## config.mk

```make
export PLATFORM = sky130hd
export DESIGN_NAME = regfile_mp
export DESIGN_NICKNAME = d
export VERILOG_FILES = /design/src/rtl/regfile_pkg.sv /design/src/rtl/regfile_mp_wen_decoder.sv /design/src/rtl/regfile_mp.sv
export SDC_FILE = /design/constraint.sdc
export NUM_CORES = 2
export LEC_CHECK = 0
export ABC_AREA = 0
export CAP_MARGIN = 20
export CORE_MARGIN = 4
export CORE_UTILIZATION = 57
export DETAILED_ROUTE_END_ITERATION = 10
export MAX_ROUTING_LAYER = met4
export PLACE_DENSITY = 0.77
export SYNTH_ARGS = -nofsm -noshare
export SYNTH_HDL_FRONTEND = slang
export SYNTH_SLANG_ARGS = --single-unit
```

## constraint.sdc

```tcl
create_clock -name CLK -period 1.75 [get_ports CLK]
set_input_delay 0.175 -clock CLK [delete_from_list [all_inputs] [get_ports CLK]]
set_output_delay 0.175 -clock CLK [all_outputs]
set_load 0.005 [all_outputs]
```

## src/rtl/regfile_pkg.sv

```systemverilog
// Shared types, constants and the one-hot write decode helper for the
// multi-port register file.
package regfile_pkg;

  localparam int DW_DEFAULT = 32;
  localparam int MAX_DEPTH  = 1024;
  localparam int ZERO_IDX   = 0;

  typedef logic [DW_DEFAULT-1:0] word_t;

  // Returns a MAX_DEPTH-wide one-hot vector; callers truncate to their depth.
  // Selects at or beyond depth produce no enable at all.
  function automatic logic [MAX_DEPTH-1:0] onehot_dec(input logic [31:0] sel,
                                                      input logic        en,
                                                      input int unsigned depth);
    logic [MAX_DEPTH-1:0] res;
    res = '0;
    for (int unsigned i = 0; i < MAX_DEPTH; i++) begin
      res[i] = en && (sel == i) && (i < depth);
    end
    return res;
  endfunction

endpackage

```

## src/rtl/regfile_mp_wen_decoder.sv

```systemverilog
// Per-port write-enable decoder: one-hot register enable from a write select,
// suppressing out-of-range selects and, optionally, the hardwired zero register.
module wen_decoder
  import regfile_pkg::*;
#(
  parameter int DEPTH    = 32,
  parameter int AW       = $clog2(DEPTH),
  parameter int ZERO_REG = 1
) (
  input  logic             WEN,
  input  logic [AW-1:0]    wsel,
  output logic [DEPTH-1:0] en
);

  logic valid;

  assign valid = WEN && !((ZERO_REG != 0) && (wsel == AW'(ZERO_IDX)));
  assign en    = DEPTH'(onehot_dec(32'(wsel), valid, unsigned'(DEPTH)));

endmodule

```

## src/rtl/regfile_mp.sv

```systemverilog
// Parametrised multi-port register file with highest-port-wins write merging,
// optional zero register, optional write-to-read bypass and a conflict flag.
module regfile_mp
  import regfile_pkg::*;
#(
  parameter int DW       = 32,
  parameter int DEPTH    = 32,
  parameter int AW       = $clog2(DEPTH),
  parameter int NUM_WR   = 1,
  parameter int NUM_RD   = 2,
  parameter int ZERO_REG = 1,
  parameter int BYPASS   = 0
) (
  input  logic                         CLK,
  input  logic                         nRST,
  input  logic [NUM_WR-1:0]            WEN,
  input  logic [NUM_WR-1:0][AW-1:0]    wsel,
  input  logic [NUM_WR-1:0][DW-1:0]    wdat,
  input  logic [NUM_RD-1:0][AW-1:0]    rsel,
  output logic [NUM_RD-1:0][DW-1:0]    rdat,
  output logic                         wconflict
);

  logic [NUM_WR-1:0][DEPTH-1:0] en;
  logic [DEPTH-1:0]             reg_we;
  logic [DW-1:0]                reg_wd [DEPTH];
  logic [DW-1:0]                mem    [DEPTH];
  logic                         conflict_next;

  for (genvar p = 0; p < NUM_WR; p++) begin : g_dec
    wen_decoder #(
      .DEPTH    (DEPTH),
      .AW       (AW),
      .ZERO_REG (ZERO_REG)
    ) u_dec (
      .WEN  (WEN[p]),
      .wsel (wsel[p]),
      .en   (en[p])
    );
  end

  // Later ports overwrite earlier ones, so the highest-numbered port wins;
  // a second hit on an already-enabled register marks a conflict.
  always_comb begin
    conflict_next = 1'b0;
    for (int i = 0; i < DEPTH; i++) begin
      reg_we[i] = 1'b0;
      reg_wd[i] = '0;
      for (int p = 0; p < NUM_WR; p++) begin
        if (en[p][i]) begin
          if (reg_we[i]) conflict_next = 1'b1;
          reg_we[i] = 1'b1;
          reg_wd[i] = wdat[p];
        end
      end
    end
  end

  always_ff @(posedge CLK or negedge nRST) begin
    if (!nRST) begin
      for (int i = 0; i < DEPTH; i++) mem[i] <= '0;
      wconflict <= 1'b0;
    end else begin
      for (int i = 0; i < DEPTH; i++) begin
        if (reg_we[i]) mem[i] <= reg_wd[i];
      end
      wconflict <= conflict_next;
    end
  end

  // The zero-register override is applied last so it beats the bypass path.
  for (genvar r = 0; r < NUM_RD; r++) begin : g_rd
    logic [DW-1:0] val;
    logic          in_range;

    assign in_range = 32'(rsel[r]) < 32'(DEPTH);

    always_comb begin
      val = '0;
      if (in_range) begin
        val = mem[rsel[r]];
        if ((BYPASS != 0) && reg_we[rsel[r]]) val = reg_wd[rsel[r]];
      end
      if ((ZERO_REG != 0) && (rsel[r] == AW'(ZERO_IDX))) val = '0;
    end

    assign rdat[r] = val;
  end

endmodule

```

==> metrics.cfg <==
[outcome]
status = finished with violations
violations = negative setup slack

[global_routing]
antenna_found_initial = 5
grt-ovfl-total = 0
grt_pass1_vias = 41050
grt_usage = 0.3705
grt_pass1_wl_um = 271500
grt_max_degree = 104

[floorplanning]
rows = 113
start_util = 0.5755
die_w_um = 318.0
core_area_um2 = 95150
die_y_um = 318.0
top_level_ports = 115
die_area_um2 = 101100

[clock_tree]
cts.clk_slew.worst_paths_ns = 0.06
root_buffer = clkbuf_16
clock_latency_ns = 0.67
cts_max_path_buffers = 3
h-tree-depth = 3
clock-sinks = 1024
cts_made_buffers = 110
cts_tree = built

[timing]
timing.final.ws_setup_ns = -0.8917
slew_violations = 0
finalCriticalPeriod_ns = 2.642
clock-skew-final_ns = 0
setup_viol = 64
finalHoldViolCount = 0
period_share = 1.510
relSlewSlack = 0.3745
fmax_ghz = 0.3785
fin_hold_ws_ns = 0.2291
worst_pin_slew_ns = 0.9352
rsz0062_at_grt = true

[setup_path]
timing.critical_path.cells = buf_6, mux4_2, nor2b_4, a211oi_4, a311oi_2, buf_4, buf_6
slowest_stage = mux4_2
timing.rr.start = mem[725]
slowest_delay_ns = 0.46
worstPathRequired_ns = 1.57
critPathTopFamily = multiplexers
critPathMaxFanout = 2
rrSetupSlack_ns = 0.58
worstPathArrival_ns = 2.47
timing.critical_path.buf_inv = 3
path_class = reg -> out
r2r.worst_path.cells = 4
end_kind = primary output
rr_endpoint = mem[725]
startpoint_type = flip-flop
cp_common_cell = buf_6

[synth]
synth_top_cell_by_area = dfrtp_1
synth.distinct_cells = 36
syn_nets = 3678
yosysWarnings = 0
yosys-top-cells-area = dfrtp_1 47%, mux2_2 19%, mux4_2 18%, mux2i_1 2.3%, mux2_1 1.7%
synth_edf_count = 0
ys.flop_type = dfrtp_1
syn-instance-count = 3628
synth_top_area_frac = 0.4679
avgSynthCellArea_um2 = 15.09
synth_common_cells = 1024 x dfrtp_1, 911 x mux2_2, 448 x mux4_2
yosys_register_bits = 1024
synth_area_um2 = 54760
yosysMostFrequentCell = dfrtp_1
ys_seq_area_frac = 0.4679
async_flop_share = 1.000

[power_and_ir_drop]
p_leak_nw = 30.02
max-vdd-ir-drop_mv = 1.025
p_total_mw = 73.16
power_density_nw_per_um2 = 1072

[detailed_routing]
wl_um = 182300
drt_iter0_drc = 4088
wire_per_inst_um = 33.30
ant_nets = 0
via_per_inst = 7.059
drc = 0
vias = 38640
first_pass_iters = 6

[placement]
place_congestion = 0.9125
io_buffers = 113
hpwl_um = 116900
placed_cell_area_um2 = 62730

[finish]
largest_reg_flops = 1024
area_growth_pct = 24.58
nets = 4158
drive_gt1_frac = 0.6359
final_area_um2 = 68220
top_register = mem
biggestRegsByFlops = mem: 1024 flops

[min_path]
hp-class = in -> async

[job]
maxCapViolations = 0

==> worst max path at each step <==
stage / start / endpoint / slack, ns / cells past startpoint
floorplan: rsel[5] / rdat[36] / 0.04 / 6
global placement: rsel[7] / rdat[47] / -1.19 / 9
detailed placement: rsel[7] / rdat[47] / -1.22 / 9
CTS: mem[303] / rdat[15] / -0.86 / 6
global route: mem[642] / rdat[34] / -0.94 / 7
finish: mem[642] / rdat[2] / -0.89 / 7
==> cell usage in the layout, fill, tap and decap left out, types with 29 or more instances in the layout <==
master,instances
clkbuf_8,30
a311oi_2,40
nand2_1,34
dfrtp_1,1024
clkbuf_16,111
mux2_1,85
nor2b_1,48
mux2_4,105
buf_12,159
buf_6,34
o21ai_1,29
o21ai_2,57
a211oi_2,48
a22oi_1,48
mux2i_1,125
clkdlybuf4s50_1,38
buf_2,61
buf_4,508
mux2_2,866
mux4_2,448
==> per-stage QoR <==
stage | TNS, ns | setup WS, ns | utilization | cells
floorplan | 0 | 0.04267 | - | 3628
detailed placement | -474.27 | -1.220 | 0.6592 | 5251
finish | -45.59 | -0.8917 | 0.7170 | 5474
global placement | -460.05 | -1.187 | 0.6592 | 5251
global route | -48.34 | -0.9400 | 0.7169 | 5472
CTS | -46.04 | -0.8586 | 0.7132 | 5461
==> worst min-delay path, delay by kind of cell <==
family / cells / cell delay [ns]
buf+inv: 3 / 1.05
==> where the power goes <==
part | leakage (nW) | internal [mW] | switching, mW
Combinational | 15.0 | 10.6 | 6.91
Sequential | 13.1 | 28.2 | 3.42
Clock | 1.86 | 14.1 | 9.95
Total | 30.0 | 52.9 | 20.3
==> layer usage <==
metal,vias to the layer above,GRT usage,part of all wire
met5,-,-,0
met3,757,0.09648,0.11
met1,20400,0.4770,0.37
li1,15080,-,-
met4,0,0.2007,0.067
met2,2403,0.5433,0.45
==> area by class of cell <==
cell class,instances,area [um^2]
Tap cell,1265,1583
Clock inverter,43,456.7
Clock buffer,163,3273
Sequential cell,1024,25620
Fill cell,5795,26930
Antenna cell,7,17.52
Inverter,2,11.26
Multi-Input combinational cell,2163,29100
Timing Repair Buffer,807,8160
==> cells by family (layout without fill, tap and decap cells) <==
| logic type | count (synthesis) | after routing | share of synthesized area |
|---|---|---|---|
| buf+inv | 441 | 1015 | 0.03820 |
| simple gates | 161 | 161 | 0.01652 |
| compound gates | 369 | 369 | 0.04835 |
| flops | 1024 | 1024 | 0.4679 |
| mux | 1632 | 1632 | 0.4289 |
| other cells | 1 | 8 | 0.00006848 |
==> repair_timing <==
item	CTS	global route
hold buffers	2	0
buffers inserted	34	8
endpoints found under the setup margin	64	64
pin swaps	103	57
gates resized for setup	683	63
hold endpoints to repair	722	0
Note: power is estimated with default switching activity, not from simulation.
